--- config.mk ---
export PLATFORM = sky130hd
export DESIGN_NAME = pixel_fetch
export DESIGN_NICKNAME = d
export VERILOG_FILES = /design/src/rtl/vga_pkg.sv /design/src/rtl/delay_line.sv /design/src/rtl/pixel_fetch.sv
export SDC_FILE = /design/constraint.sdc
export NUM_CORES = 1
export LEC_CHECK = 0
export CORE_UTILIZATION = 50
export CTS_BUF_LIST = sky130_fd_sc_hd__clkbuf_4
export CTS_CLUSTER_DIAMETER = 120
export DETAILED_ROUTE_END_ITERATION = 6
export PLACE_DENSITY = 0.81
export SLEW_MARGIN = 20
export SYNTH_ARGS = -nofsm -noshare
export SYNTH_HDL_FRONTEND = slang
export SYNTH_HIERARCHICAL = 1
export SYNTH_SLANG_ARGS = --single-unit
--- constraint.sdc ---
create_clock -name clk -period 3.7 [get_ports clk]
set_input_delay 0.74 -clock clk [delete_from_list [all_inputs] [get_ports clk]]
set_output_delay 0.74 -clock clk [all_outputs]
set_load 0.005 [all_outputs]
--- src/rtl/vga_pkg.sv ---
// Shared VGA definitions: FSM states, window defaults, 640x480 timing and pixel type.
package vga_pkg;

  // 640x480 @ 60 Hz raster
  localparam int unsigned H_ACTIVE = 640;
  localparam int unsigned V_ACTIVE = 480;
  localparam int unsigned H_TOTAL  = 800;
  localparam int unsigned V_TOTAL  = 525;

  // Default display window and scaling
  localparam int unsigned WIN_X0_DEF = 120;
  localparam int unsigned WIN_Y0_DEF = 40;
  localparam int unsigned WIN_W_DEF  = 400;
  localparam int unsigned WIN_H_DEF  = 400;
  localparam int unsigned SCALE_DEF  = 4;
  localparam int unsigned IMG_W_DEF  = WIN_W_DEF / SCALE_DEF;

  typedef enum logic [1:0] {
    StIdle,
    StArmed,
    StActive
  } state_e;

  typedef logic [23:0] rgb888_t;

endpackage

--- src/rtl/delay_line.sv ---
// Strobe-enabled shift register used to align scan data with RAM read latency.
module delay_line #(
  parameter int unsigned Width = 1,
  parameter int unsigned Depth = 2
) (
  input  logic             clk,
  input  logic             reset,
  input  logic             en,
  input  logic [Width-1:0] din,
  output logic [Width-1:0] dout
);

  logic [Width-1:0] stage_q [Depth];

  // Advance one stage per strobe; hold between strobes.
  always_ff @(posedge clk) begin
    if (reset) begin
      for (int i = 0; i < int'(Depth); i++) stage_q[i] <= '0;
    end else if (en) begin
      stage_q[0] <= din;
      for (int i = 1; i < int'(Depth); i++) stage_q[i] <= stage_q[i-1];
    end
  end

  assign dout = stage_q[Depth-1];

endmodule

--- src/rtl/pixel_fetch.sv ---
// Fetches a scaled image from RAM into a fixed screen window, frame-synchronised start.
module pixel_fetch
  import vga_pkg::*;
#(
  parameter int unsigned WIN_X0 = WIN_X0_DEF,
  parameter int unsigned WIN_Y0 = WIN_Y0_DEF,
  parameter int unsigned WIN_W  = WIN_W_DEF,
  parameter int unsigned WIN_H  = WIN_H_DEF,
  parameter int unsigned SCALE  = SCALE_DEF,
  parameter int unsigned IMG_W  = IMG_W_DEF,
  parameter int unsigned RD_LAT = 2
) (
  input  logic        clk,
  input  logic        reset,
  input  logic        pix_en,
  input  logic [9:0]  x,
  input  logic [9:0]  y,
  input  logic        hsync_in,
  input  logic        vsync_in,
  input  logic        start,
  output logic        ram_rd,
  output logic [13:0] ram_addr,
  input  logic [23:0] ram_data,
  output logic [9:0]  x_out,
  output logic [9:0]  y_out,
  output logic        hsync_out,
  output logic        vsync_out,
  output logic [23:0] pixel_out,
  output logic        active
);

  localparam int unsigned SubW = (SCALE > 1) ? $clog2(SCALE) : 1;
  localparam logic [SubW-1:0] SubMax = SubW'(SCALE - 1);
  localparam logic [10:0] XLo   = 11'(WIN_X0);
  localparam logic [10:0] XHi   = 11'(WIN_X0 + WIN_W);
  localparam logic [10:0] YLo   = 11'(WIN_Y0);
  localparam logic [10:0] YHi   = 11'(WIN_Y0 + WIN_H);
  localparam logic [10:0] XLast = 11'(WIN_X0 + WIN_W - 1);
  localparam logic [10:0] YLast = 11'(WIN_Y0 + WIN_H - 1);
  localparam logic [13:0] RowStep = 14'(IMG_W);
  localparam int unsigned PipeW = 23;

  state_e           state_q;
  logic             start_pend_q;
  logic             active_q;
  logic [13:0]      col_q;
  logic [13:0]      row_base_q;
  logic [SubW-1:0]  col_sub_q;
  logic [SubW-1:0]  row_sub_q;

  logic [10:0]      xw;
  logic [10:0]      yw;
  logic             in_win;
  logic             origin;
  logic             rd;
  logic             last_col;
  logic             last_row;
  logic [PipeW-1:0] pipe_in;
  logic [PipeW-1:0] pipe_out;
  logic             valid_dly;
  rgb888_t          pixel;

  assign xw       = {1'b0, x};
  assign yw       = {1'b0, y};
  assign in_win   = (xw >= XLo) && (xw < XHi) && (yw >= YLo) && (yw < YHi);
  assign origin   = (x == 10'd0) && (y == 10'd0);
  assign rd       = pix_en && in_win && (state_q == StActive);
  assign last_col = (xw == XLast);
  assign last_row = (yw == YLast);

  // Start is captured on any clock but only acted on at a strobe; display begins at frame origin.
  always_ff @(posedge clk) begin
    if (reset) begin
      state_q      <= StIdle;
      start_pend_q <= 1'b0;
      active_q     <= 1'b0;
    end else if (pix_en) begin
      start_pend_q <= 1'b0;
      case (state_q)
        StIdle:   if (start || start_pend_q) state_q <= StArmed;
        StArmed:  begin
          if (origin) begin
            state_q  <= StActive;
            active_q <= 1'b1;
          end
        end
        StActive: state_q <= StActive;
        default:  begin
          state_q  <= StIdle;
          active_q <= 1'b0;
        end
      endcase
    end else if (start && (state_q == StIdle)) begin
      start_pend_q <= 1'b1;
    end
  end

  // Multiplier-free address walk: column every SCALE reads, row base every SCALE lines.
  always_ff @(posedge clk) begin
    if (reset) begin
      col_q      <= '0;
      col_sub_q  <= '0;
      row_sub_q  <= '0;
      row_base_q <= '0;
    end else if (pix_en) begin
      if (origin) begin
        col_q      <= '0;
        col_sub_q  <= '0;
        row_sub_q  <= '0;
        row_base_q <= '0;
      end else if (rd) begin
        if (last_col) begin
          col_q     <= '0;
          col_sub_q <= '0;
          if (row_sub_q == SubMax) begin
            row_sub_q <= '0;
            // Wrap after the final image row so the address never exceeds the image.
            row_base_q <= last_row ? 14'd0 : row_base_q + RowStep;
          end else begin
            row_sub_q <= row_sub_q + SubW'(1);
          end
        end else if (col_sub_q == SubMax) begin
          col_sub_q <= '0;
          col_q     <= col_q + 14'd1;
        end else begin
          col_sub_q <= col_sub_q + SubW'(1);
        end
      end
    end
  end

  assign pipe_in = {x, y, hsync_in, vsync_in, rd};

  delay_line #(
    .Width (PipeW),
    .Depth (RD_LAT)
  ) u_delay (
    .clk   (clk),
    .reset (reset),
    .en    (pix_en),
    .din   (pipe_in),
    .dout  (pipe_out)
  );

  assign x_out     = pipe_out[22:13];
  assign y_out     = pipe_out[12:3];
  assign hsync_out = pipe_out[2];
  assign vsync_out = pipe_out[1];
  assign valid_dly = pipe_out[0];

  assign pixel     = valid_dly ? ram_data : 24'h000000;
  assign pixel_out = pixel;
  assign ram_rd    = rd;
  assign ram_addr  = row_base_q + col_q;
  assign active    = active_q;

endmodule

# Word-level counts from Yosys, hierarchy flattened

Memory sizes are Yosys's and may differ from the RTL's.
Index checks and enable logic that the tools add are counted.

Register bits: 36
RAM bits: 46
Input port bits: 50
Output and inout bits: 62
Word-level logic and storage cells: 81
Memories kept: 1

Add/subtract/negate cells: 5
Order comparisons: 4
Eq/ne operators: 8
Muxes and demuxes: 30
Bitwise gates (word level): 3
Reductions and logical operators: 23

Memories:

| memory          | words | bits a word | read ports | clocked after Yosys merged registers in | wr ports | line             | source |
|---|---|---|---|---|---|---|---|
| u_delay.stage_q | 2     | 23          | 2          | 0                                       | 2        | delay_line.sv:13 | `logic [Width-1:0] stage_q [Depth];` |

Operators with widths:

| cell                                                                           | count |
|---|---|
| 14-bit two-way mux                                                             | 9 |
| 23-bit two-way mux                                                             | 2 |
| 24-bit two-way mux                                                             | 1 |
| 10-bit logical NOT                                                             | 2 |
| 2-bit two-way mux                                                              | 10 |
| 14-bit by 1-bit adder with 14-bit output (second input constant)               | 1 |
| 14-bit adder                                                                   | 1 |
| 14-bit by 7-bit adder with 14-bit output (second input constant)               | 1 |
| 3-bit AND reduction                                                            | 4 |
| 10-bit equality test (second input constant)                                   | 1 |
| 10-bit by 9-bit equality test with 1-bit output (second input constant)        | 1 |
| 10-bit by 6-bit >= comparator with 1-bit output (second input constant)        | 1 |
| 10-bit by 7-bit >= comparator with 1-bit output (second input constant)        | 1 |
| 10-bit less-than comparator (second input constant)                            | 1 |
| 10-bit by 9-bit less-than comparator with 1-bit output (second input constant) | 1 |
| 1-bit logical AND                                                              | 7 |
| 2-bit equality test (second input constant)                                    | 3 |
| 1-bit two-way mux                                                              | 6 |
| 2-bit one-hot mux with 3 select lines                                          | 1 |
| 2-bit nonzero test                                                             | 3 |
| 2-bit by 1-bit adder with 2-bit output (second input constant)                 | 2 |
| 2-bit != test (second input constant)                                          | 2 |
| 4-bit AND reduction                                                            | 1 |
| 2-bit OR reduction                                                             | 2 |
| other kinds (8)                                                                | 9 |

# Depth between registers and ports, before layout

Word-level depth: 8
Mapped depth: 10
Mapped depth without buffers: 8

# Cells and area by module

Netlist, hierarchy kept.

Modules (own cells, without submodules):

| module      | instances | cells an instance | area each (sq um) | sequential area each (sq um) |
|---|---|---|---|---|
| pixel_fetch | 1         | 313               | 2,488.6           | 680.7 |
| delay_line  | 1         | 126               | 2,055.7           | 1,381.3 |

# Least setup slack after synthesis

No wires, ideal clock.

Path kind: input to register
Start point: input port x[3]
End point: register col_q[0]
Library setup time: 117 ps
Arrival: 2,483 ps
Required time: 3,583 ps
Setup slack: 1,100 ps
Stages on the path: 8
Path buffers: 2
Cell sequence: nor4_4 nand2_2 a2111oi_4 buf_6 a21boi_1 o31ai_2 buf_2 nor2_1

Cells in the longest elaborated chain, start to end: 8
Elaborated cells between the ends (all ways): 16
Those cells by class: order compare: 2; eq/ne: 1; mux: 3; reduce/logical: 10

RTL lines:

| element                                                                                               | line               | source |
|---|---|---|
| start: declaration                                                                                    | pixel_fetch.sv:16  | `input logic [9:0] x,` |
| 10-bit by 7-bit >= comparator with 1-bit output / 10-bit less-than comparator (equally long branches) | pixel_fetch.sv:65  | `assign in_win = (xw >= XLo) && (xw < XHi) && (yw >= YLo) && (yw < YHi);` |
| 1-bit logical AND * (3 in a row)                                                                      | pixel_fetch.sv:65  |  |
| 1-bit logical AND * (2 in a row)                                                                      | pixel_fetch.sv:67  | `assign rd = pix_en && in_win && (state_q == StActive);` |
| net ram_rd                                                                                            | pixel_fetch.sv:21  | `output logic ram_rd,` |
| 2-bit nonzero test (no source line) *                                                                 | --                 |  |
| 3-bit AND reduction (no source line) *                                                                | --                 |  |
| end signal: assignment                                                                                | pixel_fetch.sv:124 | `col_q <= col_q + 14'd1;` |
| end: declaration                                                                                      | pixel_fetch.sv:46  | `logic [13:0] col_q;` |

Mark *: on every way through the listed nets, which the timed path passes. The rest lies on a longest branch. The select of a mux whose other input is x is not followed.
A chain may end at the register's enable or synchronous reset.

# Final worst setup path

Start point: register col_q[3]
End point: output port ram_addr[13]

Cells in the longest elaborated chain, start to end: 1

RTL lines:

| element          | line               | source |
|---|---|---|
| 14-bit adder     | pixel_fetch.sv:154 | `assign ram_addr = row_base_q + col_q;` |
| end: declaration | pixel_fetch.sv:22  | `output logic [13:0] ram_addr,` |

No other way between the ends.

==> metrics.txt <==
status=completed; Crit Path Category=flip-flop to output port; Top FF cell, synth=edfxtp_1; Fin. Hold Viols=0; Yosys cell types=55; cell accounting for the most synthesized area=edfxtp_1; WHS Path Cells=2; maxcap violations=0; layout cells sized above 1=8.27%; Max Freq=0.280 GHz; global route total overflow=0; initial antenna violation count=0; Post-CTS Setup Bufs=0; Iter 0 DRT Violations=81; r2r setup slk=960 ps; min-delay src=col_sub_q[1]; first-pass detailed-route iteration total=4; final net count=595; met1 GRT Util=25.1%; max-slew violations=0; Die ar.=9470 sq um; Cells after Synth=439; GP Congestion=0.830; Avg Cell Area, Syn=10.4 sq um; initial core utilization=51.9%; worst hold endpoint=col_sub_q[1]; Slew @ Worst Pin=748 ps; Via density=5.43; Synth Register Bits=80; root buf cell=clkbuf_4; Lkg Pwr=2.28 nW; antenna fix cells=0; Clock Skews=14.9 ps; grt met2 use=35.3%; worst path arrival time=2830 ps; Port Buffer Count=111; Reg area=2070 sq um; syn_nets=507; Mapped Area=4540 sq um; Critical Path Start Type=flip-flop; CTS Buf Count=9; Post-synth EDFFs=46; CTS tree=yes; normalized max-slew margin=50.1%; placed cell area=5550 sq um; R2R cell count=9; drt total wl=9.42 mm; setup TNS=0 ps; Critical path origin=col_q[3]; global routing's busiest layer=met2; peak supply drop=148 uV; Die H=97.3 um; DR WL/cell=14.7 um; Power Density=306 nW/um^2; core region area=8760 sq um; met3 track demand over resource=4.82%; CP Max Fanout=4; largest net degree at the start of global routing=52; Die W=97.3 um; worst r2r dst=row_base_q[10]; Remaining DRCs=0; area grow syn2layout=25.9%; clock sinks=80; Total GRT Usage=20.5%; Worst-path clk slew=130 ps; Worst EP required=2960 ps; post-synth top area share=30.4%; fin crit period=3570 ps; RSZ-0062 raised after global routing=no; cell row count=34; vias post-DR=3,475; reg-to-reg startpoint=state_q[0]; Setup violations, final=0; area of the multi-input gates=2130 sq um; H-tree levels=3; CP Capture Type=output port; FFs w/ async S/R, synth=0%; Worst-Skew Late Latency=430 ps; Period Utilization, post-route=96.5%; vias in the first global route=3,448; ranking of synthesized cells by area=edfxtp_1 30%, dfxtp_1 15%, and3b_1 8.9%; first-pass GRT wire length=15.9 mm; Post-synth top cells=46 x and3b_1, 46 x edfxtp_1, 34 x dfxtp_1; post-route ant nets=0; I/O pin count=112; clk buf depth=2; min-delay worst type=flip-flop to flip-flop; sequential area share after synthesis=45.4%; Detailed Place HPWL=6.84 mm; fin area=5720 sq um; Fill cells=694; Synth Warn #=6
layout by cell type, fill, tap and decap left out, types with 3 or more instances in the layout:
cell type	netlist	final
clkdlybuf4s50_1	0	110
and3b_1	46	46
edfxtp_1	46	46
and2_1	31	31
nor2_1	31	31
dfxtp_1	34	31
a21oi_1	31	30
ha_1	18	18
o21ai_0	15	15
or3_1	15	15
nand2_1	13	13
o21ai_1	12	12
inv_1	10	10
buf_4	27	10
clkbuf_4	0	9
nand3_1	8	8
nor3_1	7	7
o21a_1	7	7
xnor2_1	7	7
xor2_1	6	6
and3_1	6	6
o211ai_1	4	4
nand4_1	3	3
nor4_1	3	3
or3b_1	3	3
or4_1	3	3
mux2i_1	3	3
inv_6	0	3
dfxtp_2	0	3
kinds of logic after synthesis:
logic type | Yosys count | share of synthesized area (%)
buffers and inverters | 55 | 8.07
adders and majority gates | 18 | 4.96
xor gates and xnor gates | 13 | 2.51
AOI/OAI and AO/OA | 86 | 12.4
muxes | 3 | 0.661
and+or+nand+nor | 184 | 26.0
DFF | 80 | 45.4
worst max-delay path, stage by stage (launching register included):
cell and delay (ps):
dfxtp_1 360, ha_1 360, a211oi_2 320, o21a_1 240, o31ai_2 120, o41ai_1 340, xnor2_1 160, clkdlybuf4s50_1 510
layout make-up:
class,count,share of cell area (%)
tap,108,2.36
clock buffer,9,1.18
timing repair buffer,122,21.0
sequential,80,36.1
multi-input combinational,304,37.2
clock inverter,7,1.47
inverter,10,0.656
per-stage QoR:
step | hold WS [ps] | power (mW) | util [%] | worst slack (ps) | cells
floorplan | 440 | 1.12 | - | 1100 | 439
global placement | 449 | 1.21 | 63.3 | 167 | 624
detailed placement | 472 | 1.22 | 63.3 | 128 | 624
CTS | 491 | 1.77 | 65.1 | 45.7 | 640
global route | 527 | 1.82 | 65.3 | 17.8 | 640
finish | 485 | 1.75 | 65.3 | 131 | 640
flip-flops by register name, summed over array words and instances, names as in the netlist:
name	cells
state_q	2
row_base_q	12
start_pend_q	1
u_delay/stage_q	46
col_q	14
col_sub_q	2
active	1
row_sub_q	2
what timing repair did:
item	CTS	global route
hold buffers	0	0
setup endpoints to repair	1	3
resized for setup	1	5
power by group:
part	switching (mW)	leakage, nW	internal, mW	total, mW
combinational	0.0784	1.42	0.123	0.202
clock	0.335	0.0794	0.219	0.554
sequential	0.0128	0.778	0.983	0.995
total	0.427	2.28	1.32	1.75
worst max-delay path by stage:
stage	end	slack, ps	depth (start not counted)
after floorplan	col_q[0]	1100	8
after global placement	row_base_q[10]	170	9
after detailed placement	row_base_q[10]	130	9
after CTS	ram_addr[13]	50	7
after global routing	ram_addr[13]	20	7
final	ram_addr[13]	130	7
layer usage:
layer / vias to the layer above / wire length, um
met4: 0 / 136
met2: 104 / 4560
met5: - / 0
met1: 1599 / 4200
li1: 1758 / -
met3: 14 / 514
No activity file was read; power rests on OpenSTA's default activity.
